--- src/rtl/keypad_emulator.sv ---
// keypad_emulator: plays the keypad side of a 4x4 column-scan keypad. Queued key
// commands are each held for HOLD_CYCLES and then released for GAP_CYCLES.
// Build option: define KEYPAD_EMU_FIFO_EN for a FIFO_DEPTH-entry command queue
// (default build uses a single-entry command buffer).
module keypad_emulator #(
  parameter int unsigned HOLD_CYCLES = 500000,
  parameter int unsigned GAP_CYCLES  = 500000,
  parameter int unsigned FIFO_DEPTH  = 8
) (
  input  logic       clk,
  input  logic       rst,
  input  logic [3:0] col_n,
  output logic [3:0] row_n,
  input  logic       cmd_valid,
  input  logic [3:0] cmd_key,
  output logic       cmd_ready,
  output logic       key_active,
  output logic       key_done,
  output logic       busy
);

  localparam int unsigned MAX_CYC = (HOLD_CYCLES > GAP_CYCLES) ? HOLD_CYCLES : GAP_CYCLES;
  localparam int unsigned CNT_W   = $clog2(MAX_CYC + 1);
  localparam logic [CNT_W-1:0] HOLD_LD = CNT_W'(HOLD_CYCLES - 1);
  localparam logic [CNT_W-1:0] GAP_LD  = CNT_W'(GAP_CYCLES - 1);
  localparam logic [CNT_W-1:0] CNT_ONE = CNT_W'(1);

  if (HOLD_CYCLES < 1 || GAP_CYCLES < 1 || FIFO_DEPTH < 2 ||
      (FIFO_DEPTH & (FIFO_DEPTH - 1)) != 0) begin : g_bad_param
    $error("keypad_emulator: illegal parameter value");
  end

  typedef enum logic [1:0] {
    ST_IDLE  = 2'd0,
    ST_PRESS = 2'd1,
    ST_GAP   = 2'd2
  } state_t;

  state_t           r_state;
  logic [CNT_W-1:0] r_cnt;
  logic [3:0]       r_key;
  logic             r_key_active;
  logic             r_key_done;
  logic [3:0]       r_row_n;

  logic             w_q_empty;
  logic [3:0]       w_q_head;
  logic             w_push;
  logic             w_pop;
  logic [3:0]       w_pos;
  logic [3:0]       w_row_drv;

  // Key code -> {row[1:0], col[1:0]} in the physical keypad layout.
  function automatic logic [3:0] key_pos(input logic [3:0] key);
    logic [3:0] pos;
    case (key)
      4'h1:    pos = {2'd0, 2'd0};
      4'h2:    pos = {2'd0, 2'd1};
      4'h3:    pos = {2'd0, 2'd2};
      4'hA:    pos = {2'd0, 2'd3};
      4'h4:    pos = {2'd1, 2'd0};
      4'h5:    pos = {2'd1, 2'd1};
      4'h6:    pos = {2'd1, 2'd2};
      4'hB:    pos = {2'd1, 2'd3};
      4'h7:    pos = {2'd2, 2'd0};
      4'h8:    pos = {2'd2, 2'd1};
      4'h9:    pos = {2'd2, 2'd2};
      4'hC:    pos = {2'd2, 2'd3};
      4'h0:    pos = {2'd3, 2'd0};
      4'hF:    pos = {2'd3, 2'd1};
      4'hE:    pos = {2'd3, 2'd2};
      default: pos = {2'd3, 2'd3};
    endcase
    return pos;
  endfunction

  assign w_push = cmd_valid && cmd_ready;
  assign w_pop  = (r_state == ST_IDLE) && !w_q_empty;

`ifdef KEYPAD_EMU_FIFO_EN
  localparam int unsigned AW = $clog2(FIFO_DEPTH);
  localparam int unsigned CW = $clog2(FIFO_DEPTH + 1);

  logic [3:0]    r_mem [FIFO_DEPTH];
  logic [AW-1:0] r_wr_ptr;
  logic [AW-1:0] r_rd_ptr;
  logic [CW-1:0] r_count;

  // Command queue: power-of-two depth, so pointers wrap by plain overflow.
  always_ff @(posedge clk) begin
    if (rst) begin
      r_wr_ptr <= '0;
      r_rd_ptr <= '0;
      r_count  <= '0;
    end else begin
      if (w_push) r_wr_ptr <= r_wr_ptr + AW'(1);
      if (w_pop)  r_rd_ptr <= r_rd_ptr + AW'(1);
      case ({w_push, w_pop})
        2'b10:   r_count <= r_count + CW'(1);
        2'b01:   r_count <= r_count - CW'(1);
        default: r_count <= r_count;
      endcase
    end
  end

  always_ff @(posedge clk) begin
    if (w_push) r_mem[r_wr_ptr] <= cmd_key;
  end

  assign cmd_ready = (r_count != CW'(FIFO_DEPTH));
  assign w_q_empty = (r_count == '0);
  assign w_q_head  = r_mem[r_rd_ptr];
`else
  logic       r_buf_vld;
  logic [3:0] r_buf_key;

  // Single-entry buffer: refilled only once the FSM has taken the previous key.
  always_ff @(posedge clk) begin
    if (rst)         r_buf_vld <= 1'b0;
    else if (w_push) r_buf_vld <= 1'b1;
    else if (w_pop)  r_buf_vld <= 1'b0;
  end

  always_ff @(posedge clk) begin
    if (w_push) r_buf_key <= cmd_key;
  end

  assign cmd_ready = !r_buf_vld;
  assign w_q_empty = !r_buf_vld;
  assign w_q_head  = r_buf_key;
`endif

  always_ff @(posedge clk) begin
    if (w_pop) r_key <= w_q_head;
  end

  // Press/release sequencer; key_done is raised for the final GAP cycle.
  always_ff @(posedge clk) begin
    if (rst) begin
      r_state      <= ST_IDLE;
      r_cnt        <= '0;
      r_key_active <= 1'b0;
      r_key_done   <= 1'b0;
    end else begin
      r_key_done <= 1'b0;
      case (r_state)
        ST_IDLE: begin
          if (!w_q_empty) begin
            r_state      <= ST_PRESS;
            r_cnt        <= HOLD_LD;
            r_key_active <= 1'b1;
          end
        end
        ST_PRESS: begin
          if (r_cnt == '0) begin
            r_state      <= ST_GAP;
            r_cnt        <= GAP_LD;
            r_key_active <= 1'b0;
            r_key_done   <= (GAP_CYCLES == 1);
          end else begin
            r_cnt <= r_cnt - CNT_ONE;
          end
        end
        ST_GAP: begin
          if (r_cnt == '0) begin
            r_state <= ST_IDLE;
          end else begin
            r_cnt      <= r_cnt - CNT_ONE;
            r_key_done <= (r_cnt == CNT_ONE);
          end
        end
        default: begin
          r_state      <= ST_IDLE;
          r_key_active <= 1'b0;
        end
      endcase
    end
  end

  // Only the latched key's row follows its column strobe; row/col 3-r == ~r.
  assign w_pos = key_pos(r_key);

  always_comb begin
    w_row_drv = 4'hF;
    w_row_drv[~w_pos[3:2]] = col_n[~w_pos[1:0]];
  end

  always_ff @(posedge clk) begin
    if (rst)                       r_row_n <= 4'hF;
    else if (r_state == ST_PRESS)  r_row_n <= w_row_drv;
    else                           r_row_n <= 4'hF;
  end

  assign row_n      = r_row_n;
  assign key_active = r_key_active;
  assign key_done   = r_key_done;
  assign busy       = (r_state != ST_IDLE) || !w_q_empty;

endmodule

--- config.mk ---
export PLATFORM = sky130hd
export DESIGN_NAME = keypad_emulator
export DESIGN_NICKNAME = d
export VERILOG_FILES = /design/src/rtl/keypad_emulator.sv
export SDC_FILE = /design/constraint.sdc
export NUM_CORES = 1
export LEC_CHECK = 0
export CAP_MARGIN = 5
export CELL_PAD_IN_SITES_DETAIL_PLACEMENT = 1
export CELL_PAD_IN_SITES_GLOBAL_PLACEMENT = 1
export CORE_UTILIZATION = 31
export DETAILED_ROUTE_END_ITERATION = 12
export DONT_BUFFER_PORTS = 1
export PLACE_DENSITY_LB_ADDON = 0.1
export SYNTH_ARGS = -nofsm -noshare
export SYNTH_HDL_FRONTEND = slang
export SYNTH_SLANG_ARGS = --single-unit
--- constraint.sdc ---
create_clock -name clk -period 3.14 [get_ports clk]
set_clock_uncertainty 0.2 [all_clocks]
set_input_delay 0.471 -clock clk [delete_from_list [all_inputs] [get_ports clk]]
set_output_delay 0.471 -clock clk [all_outputs]
set_load 0.005 [all_outputs]
==> results of run 1 <==
==> layer usage <==
metal / vias to the layer above / GRT usage [%]
met5: - / 0
met4: 0 / 6.16
met3: 8 / 4.06
met2: 35 / 29.3
met1: 869 / 20.4
li1: 829 / -
==> synthesized netlist by cell type, types with 4 or more instances <==
master	n
o21ai_0	7
a21oi_1	17
nand4_1	5
nor4_1	7
or2_2	4
inv_1	10
nor4_2	4
dfxtp_1	32
nand3_1	6
nor2_1	26
clkbuf_1	6
nand2_1	6
a211oi_1	5
edfxtp_1	8
mux2i_1	5
nor3_1	15
ha_1	5
xor2_1	7
==> metrics by stage <==
stage / hold WS [ps] / setup slack, ps / total power, mW
after floorplan: 174 / 744 / 0.931
after global placement: 193 / 437 / 1.01
after detailed placement: 198 / 326 / 1.02
after CTS: 30.5 / 324 / 1.36
after global routing: 23.2 / 98.6 / 1.44
final: 32.2 / 298 / 1.35
==> sequential cells by signal (all words and copies together), names as in the netlist <==
signal,flops
w_pos,4
r_buf_vld,1
key_done,1
r_cnt,19
key_active,1
r_key,4
r_buf_key,4
r_state,2
row_n,4
==> report_power, final <==
group	leakage [nW]	switching [mW]	internal, mW
logic	0.410	0.241	0.141
clock network	0.0453	0.184	0.151
registers	0.339	0.0548	0.576
total	0.794	0.479	0.868
==> cell type report <==
cell class,instances,area share [%]
clock buffer,5,3.08
tap,77,4.32
inverter,10,1.68
clock inverter,3,0.617
multi-input combinational,165,50.1
timing repair buffer,2,0.673
sequential,40,39.5
==> cells by family (layout without fill, tap and decap cells) <==
logic type                 count (synthesis)  in the layout  share of synthesized area (%)
AOI/OAI and AO/OA                         52             52                           17.9
muxes                                      8              8                           4.59
adders and majority gates                  5              5                           3.02
xor gates and xnor gates                   7              7                           2.96
and+or+nand+nor                           93             93                           25.6
buffers and inverters                     17             20                           3.44
DFF                                       40             40                           42.5
==> worst paths after layout <==
check              from    endpoint  cells past startpoint
max          r_state[1]   r_cnt[11]                      7
min                 rst  r_state[1]                      1
max reg2reg  r_state[1]   r_cnt[11]                      7
min reg2reg    w_pos[2]    row_n[2]                      1
==> worst reg2reg max path: cells and delay by family (launching register included) <==
family                   cells  cell delay (ps)
adder cells (fa/ha/maj)      1              260
buffers and inverters        1               90
AND/OR/NAND/NOR              3             1230
AO/OA/AOI/OAI                2              590
flip-flops                   1              390
==> impl_metrics.csv, run 1 <==
group,metric,value,unit
drt,drc_errors,0,
placement,dp_hpwl,4.07,mm
worst_setup_path,max_stage_delay,570,ps
yosys,synth-edff-count,8,
cells_and_area,utilization,34.9,%
yosys,syn_avg_cell_area,9.33,um2
drt,drtPass1Iterations,4,
clocking,cts_buffers,5,
yosys,yosysWarnings,0,
yosys,ys_types,52,
sta,hold_viol_final,0,
global_routing,grt_max_degree,24,
drt,via_per_inst,5.76,
cells_and_area,register_area,881,um2
worst_setup_path,end_kind,"flip-flop",
worst_setup_path,path_class,"flip-flop to flip-flop",
clocking,clockBufferDepth,2,
yosys,netlist_area,2070,um2
worst_setup_path,rrSetupSlack,300,ps
placement,placed_cells,294,
cells_and_area,syn_to_final_growth,7.73,%
cells_and_area,multi_input_area,1120,um2
clocking,post_cts_buffers,0,
yosys,syn_inst,222,
yosys,yosysTopAreaCell,"dfxtp_1",
clocking,ctsResizeCount,0,
placement,port_buffers,0,
cells_and_area,num-fill-cells,761,
yosys,ys_top_cells_by_area,"dfxtp_1 31%, edfxtp_1 12%, nor2_1 4.7%, a21oi_1 4.1%, nor3_1 3.6%",
sta,setup_tns,0,ps
global_routing,grt_pass1_vias,1857,
worst_setup_path,worst_ep_arrival_time,2840,ps
die,chipWidth,83.7,um
yosys,synth-seq-cells,40,
drt,wl_met1,2.42,mm
worst_setup_path,cp-start-kind,"flip-flop",
yosys,ys.flop_type,"dfxtp_1",
sta,slew_viol_final,0,
drt,wl,5.45,mm
drt,routed.top_layer,"met4",
clocking,cts_tree,"built",
die,die-area,7010,um2
die,ios,19,
outcome,status,"finished clean",
placement,dpl_cell_area,2150,um2
worst_setup_path,path_buf_inv,1,
die,start_util,32.4,%
worst_setup_path,crit_chain,"inv_1 > ha_1 > nor2b_1 > nor2_2 > o21ai_1 > or4_1 > a211oi_1",
sta,setup_viol,0,
die,coreArea,6390,um2
yosys,yosysTopAreaCellShare,30.9,%
drt,vias,1741,
global_routing,overflow,0,
worst_setup_path,crit_family,"simple AND/OR/NAND/NOR gates",
drt,wl_met3,192,um
clocking,cts_root_buf,"clkbuf_8",
cells_and_area,final_cells,302,
cells_and_area,drive_gt1_share,12.4,%
sta,fin_crit,2840,ps
power,power.leakage,0.794,nW
sta,tightest_slew,745,ps
drt,wl_per_cell,18.0,um
drt,wl_met2,2.74,mm
worst_setup_path,worstPathMaxFanout,10,
run,cap_violations,0,
drt,drtAntennaViolNets,0,
cells_and_area,mostFrequentLayoutCells,"32 x dfxtp_1, 26 x nor2_1, 17 x a21oi_1",
clocking,clkSlewWorstSetupHoldPaths,90,ps
global_routing,grt_use_total,17.0,%
die,rows,29,
clocking,hold_buffers,0,
sta,rsz0062_at_grt,"false",
cells_and_area,antenna_cells,0,
power,pwr_density_cell,604,nW/um2
sta,fin_crit_sh,90.5,%
die,die_y,83.7,um
sta,fmax,352,MHz
clocking,clock_latency,300,ps
clocking,cts.sinks,40,
cells_and_area,layout_commonest_cell,"dfxtp_1",
cells_and_area,design_area,2230,um2
clocking,h-tree-depth,2,
worst_setup_path,cp_slowest_cell,"or4_1",
global_routing,grt_antenna_before_repair,0,
yosys,postSynth.asyncResetShare,0,%
yosys,synth_nets,238,
worst_hold_path,hold_path.class,"input pin to flip-flop",
worst_setup_path,cp_data_required_time,3140,ps
power,irDropWorstVdd,0.220,mV
sta,max-slew-margin-rel,49.9,%
global_routing,grt_pass1_wl,9.35,mm
placement,routabilityCongestion,0.805,
yosys,ys_seq_area_share,42.5,%
drt,drt_iter0_drc,76,
cells_and_area,nets,240,
(Power assumes the default switching activity.)
==> run 2, diff against run 1 <==
- MAX_ROUTING_LAYER: default -> met4
==> run 2 against run 1 <==
Against the previous run:
- sequential power is essentially flat
- setup slack lost 21 ps
- cell area is the same
- maximum frequency shrank 0.74%
- cell count is the same
- largest cell class unchanged
==> impl_metrics.csv, run 2 (synthesis gave the netlist of run 1 again) <==
group,metric,value,unit
power,power,1.35,mW
worst_setup_path,cp-startpoint,"r_state[1]",
worst_setup_path,reg2regPathDepth,7,
worst_setup_path,max_stage_delay,570,ps
worst_hold_path,hold_path.class,"input pin to flip-flop",
worst_setup_path,cp_slowest_cell,"or4_1",
worst_hold_path,whs_endpoint,"r_state[1]",
cells_and_area,nets,240,
clocking,h-tree-depth,2,
clocking,cts_root_buf,"clkbuf_8",
outcome,status,"finished clean",
global_routing,overflow,0,
cells_and_area,multi_input_area,1120,um2
sta,rsz0062_at_grt,"false",
clocking,clkSlewWorstSetupHoldPaths,90,ps
cells_and_area,syn_to_final_growth,7.73,%
global_routing,grt_antenna_before_repair,0,
cells_and_area,layout_commonest_cell,"dfxtp_1",
cells_and_area,register_area,881,um2
worst_hold_path,worstHoldStart,"rst",
drt,drtPass1Iterations,4,
cells_and_area,largest_reg_flops,19,
sta,fin_crit,2860,ps
worst_setup_path,end_kind,"flip-flop",
placement,dp_hpwl,4.07,mm
sta,hold_viol_final,0,
sta,max-slew-margin-rel,50.6,%
placement,port_buffers,0,
die,die-area,7010,um2
worst_setup_path,cp-start-kind,"flip-flop",
die,rows,29,
drt,wl_per_cell,18.1,um
clocking,post_cts_buffers,0,
global_routing,grt_pass1_vias,1849,
global_routing,grt_pass1_wl,9.35,mm
power,power.leakage,0.794,nW
worst_setup_path,worstPathMaxFanout,10,
worst_setup_path,rrSetupSlack,280,ps
die,coreArea,6390,um2
worst_setup_path,crit_chain,"inv_1 > ha_1 > nor2b_1 > nor2_2 > o21ai_1 > or4_1 > a211oi_1",
clocking,cts_buffers,5,
cells_and_area,top_register,"r_cnt",
sta,tightest_slew,735,ps
clocking,hold_buffers,0,
worst_setup_path,worst_ep_arrival_time,2860,ps
clocking,ctsResizeCount,0,
die,chipWidth,83.7,um
cells_and_area,antenna_cells,0,
power,pwr_density_cell,605,nW/um2
clocking,clockBufferDepth,2,
clocking,cts.sinks,40,
worst_setup_path,r2r-start,"r_state[1]",
worst_setup_path,path_class,"flip-flop to flip-flop",
global_routing,grt_max_degree,24,
drt,vias,1734,
sta,setup_viol,0,
worst_setup_path,cp_data_required_time,3140,ps
sta,slew_viol_final,0,
drt,via_per_inst,5.74,
drt,drtAntennaViolNets,0,
run,cap_violations,0,
worst_setup_path,timing.rr.end,"r_cnt[11]",
drt,drt_iter0_drc,81,
global_routing,grt_use_total,17.4,%
clocking,cts_tree,"built",
drt,drc_errors,0,
sta,fin_crit_sh,91.2,%
cells_and_area,num-fill-cells,761,
sta,setup_tns,0,ps
placement,routabilityCongestion,0.817,
power,irDropWorstVdd,0.221,mV
drt,wl,5.47,mm
die,die_y,83.7,um
die,start_util,32.4,%
die,ios,19,
cells_and_area,drive_gt1_share,12.4,%
worst_hold_path,hold_path_depth,1,
cells_and_area,mostFrequentLayoutCells,"32 x dfxtp_1, 26 x nor2_1, 17 x a21oi_1",
clocking,clock_latency,300,ps
sta,fmax,349,MHz
==> run 2: cell counts in the layout (fill, tap and decap cells not counted) <==
Identical to the previous run, type by type.
==> run 2: critical path, delay by kind of cell, from the launching register on <==
| kind | cells | cell delay [ps] |
|---|---|---|
| simple gates | 3 | 1240 |
| compound gates | 2 | 600 |
| flops | 1 | 380 |
| fa+ha+maj | 1 | 260 |
| buf+inv | 1 | 90 |
==> run 2: layout make-up <==
| class | count | area share [%] |
|---|---|---|
| Clock inverter | 3 | 0.617 |
| Timing Repair Buffer | 2 | 0.673 |
| Tap cell | 77 | 4.32 |
| Inverter | 10 | 1.68 |
| Sequential cell | 40 | 39.5 |
| Multi-Input combinational cell | 165 | 50.1 |
| Clock buffer | 5 | 3.08 |
==> run 2: worst max path at each step <==
stage	endpoint	slack [ps]	depth (start not counted)
final	r_cnt[11]	280	7
after global routing	r_cnt[11]	90	7
after CTS	r_cnt[11]	320	7
after global placement	r_cnt[11]	440	7
after detailed placement	r_cnt[11]	330	7
after floorplan	r_cnt[10]	740	8
==> run 2: where the power goes <==
group	internal [mW]	leakage [nW]	total [mW]	switching [mW]
combinational	0.142	0.410	0.383	0.242
clock	0.151	0.0453	0.336	0.185
sequential	0.576	0.339	0.631	0.0549
==> run 2: per-stage QoR <==
step                hold WS (ps)  cells  instance area (um2)  setup WS, ps  utilization, %
global placement             193    294                 2150           437            33.6
CTS                         30.5    302                 2230           324            34.9
global route                26.4    302                 2230          85.9            34.9
finish                      31.0    302                 2230           276            34.9
detailed placement           198    294                 2150           326            33.6
floorplan                    174    222                 2070           744               -
==> run 2: per-layer routing <==
metal	track usage [%]	vias up	share of wire, %
li1	-	832	-
met1	20.2	866	44
met2	29.5	27	50
met3	3.76	9	3.3
met4	6.16	0	1.9
met5	-	-	0
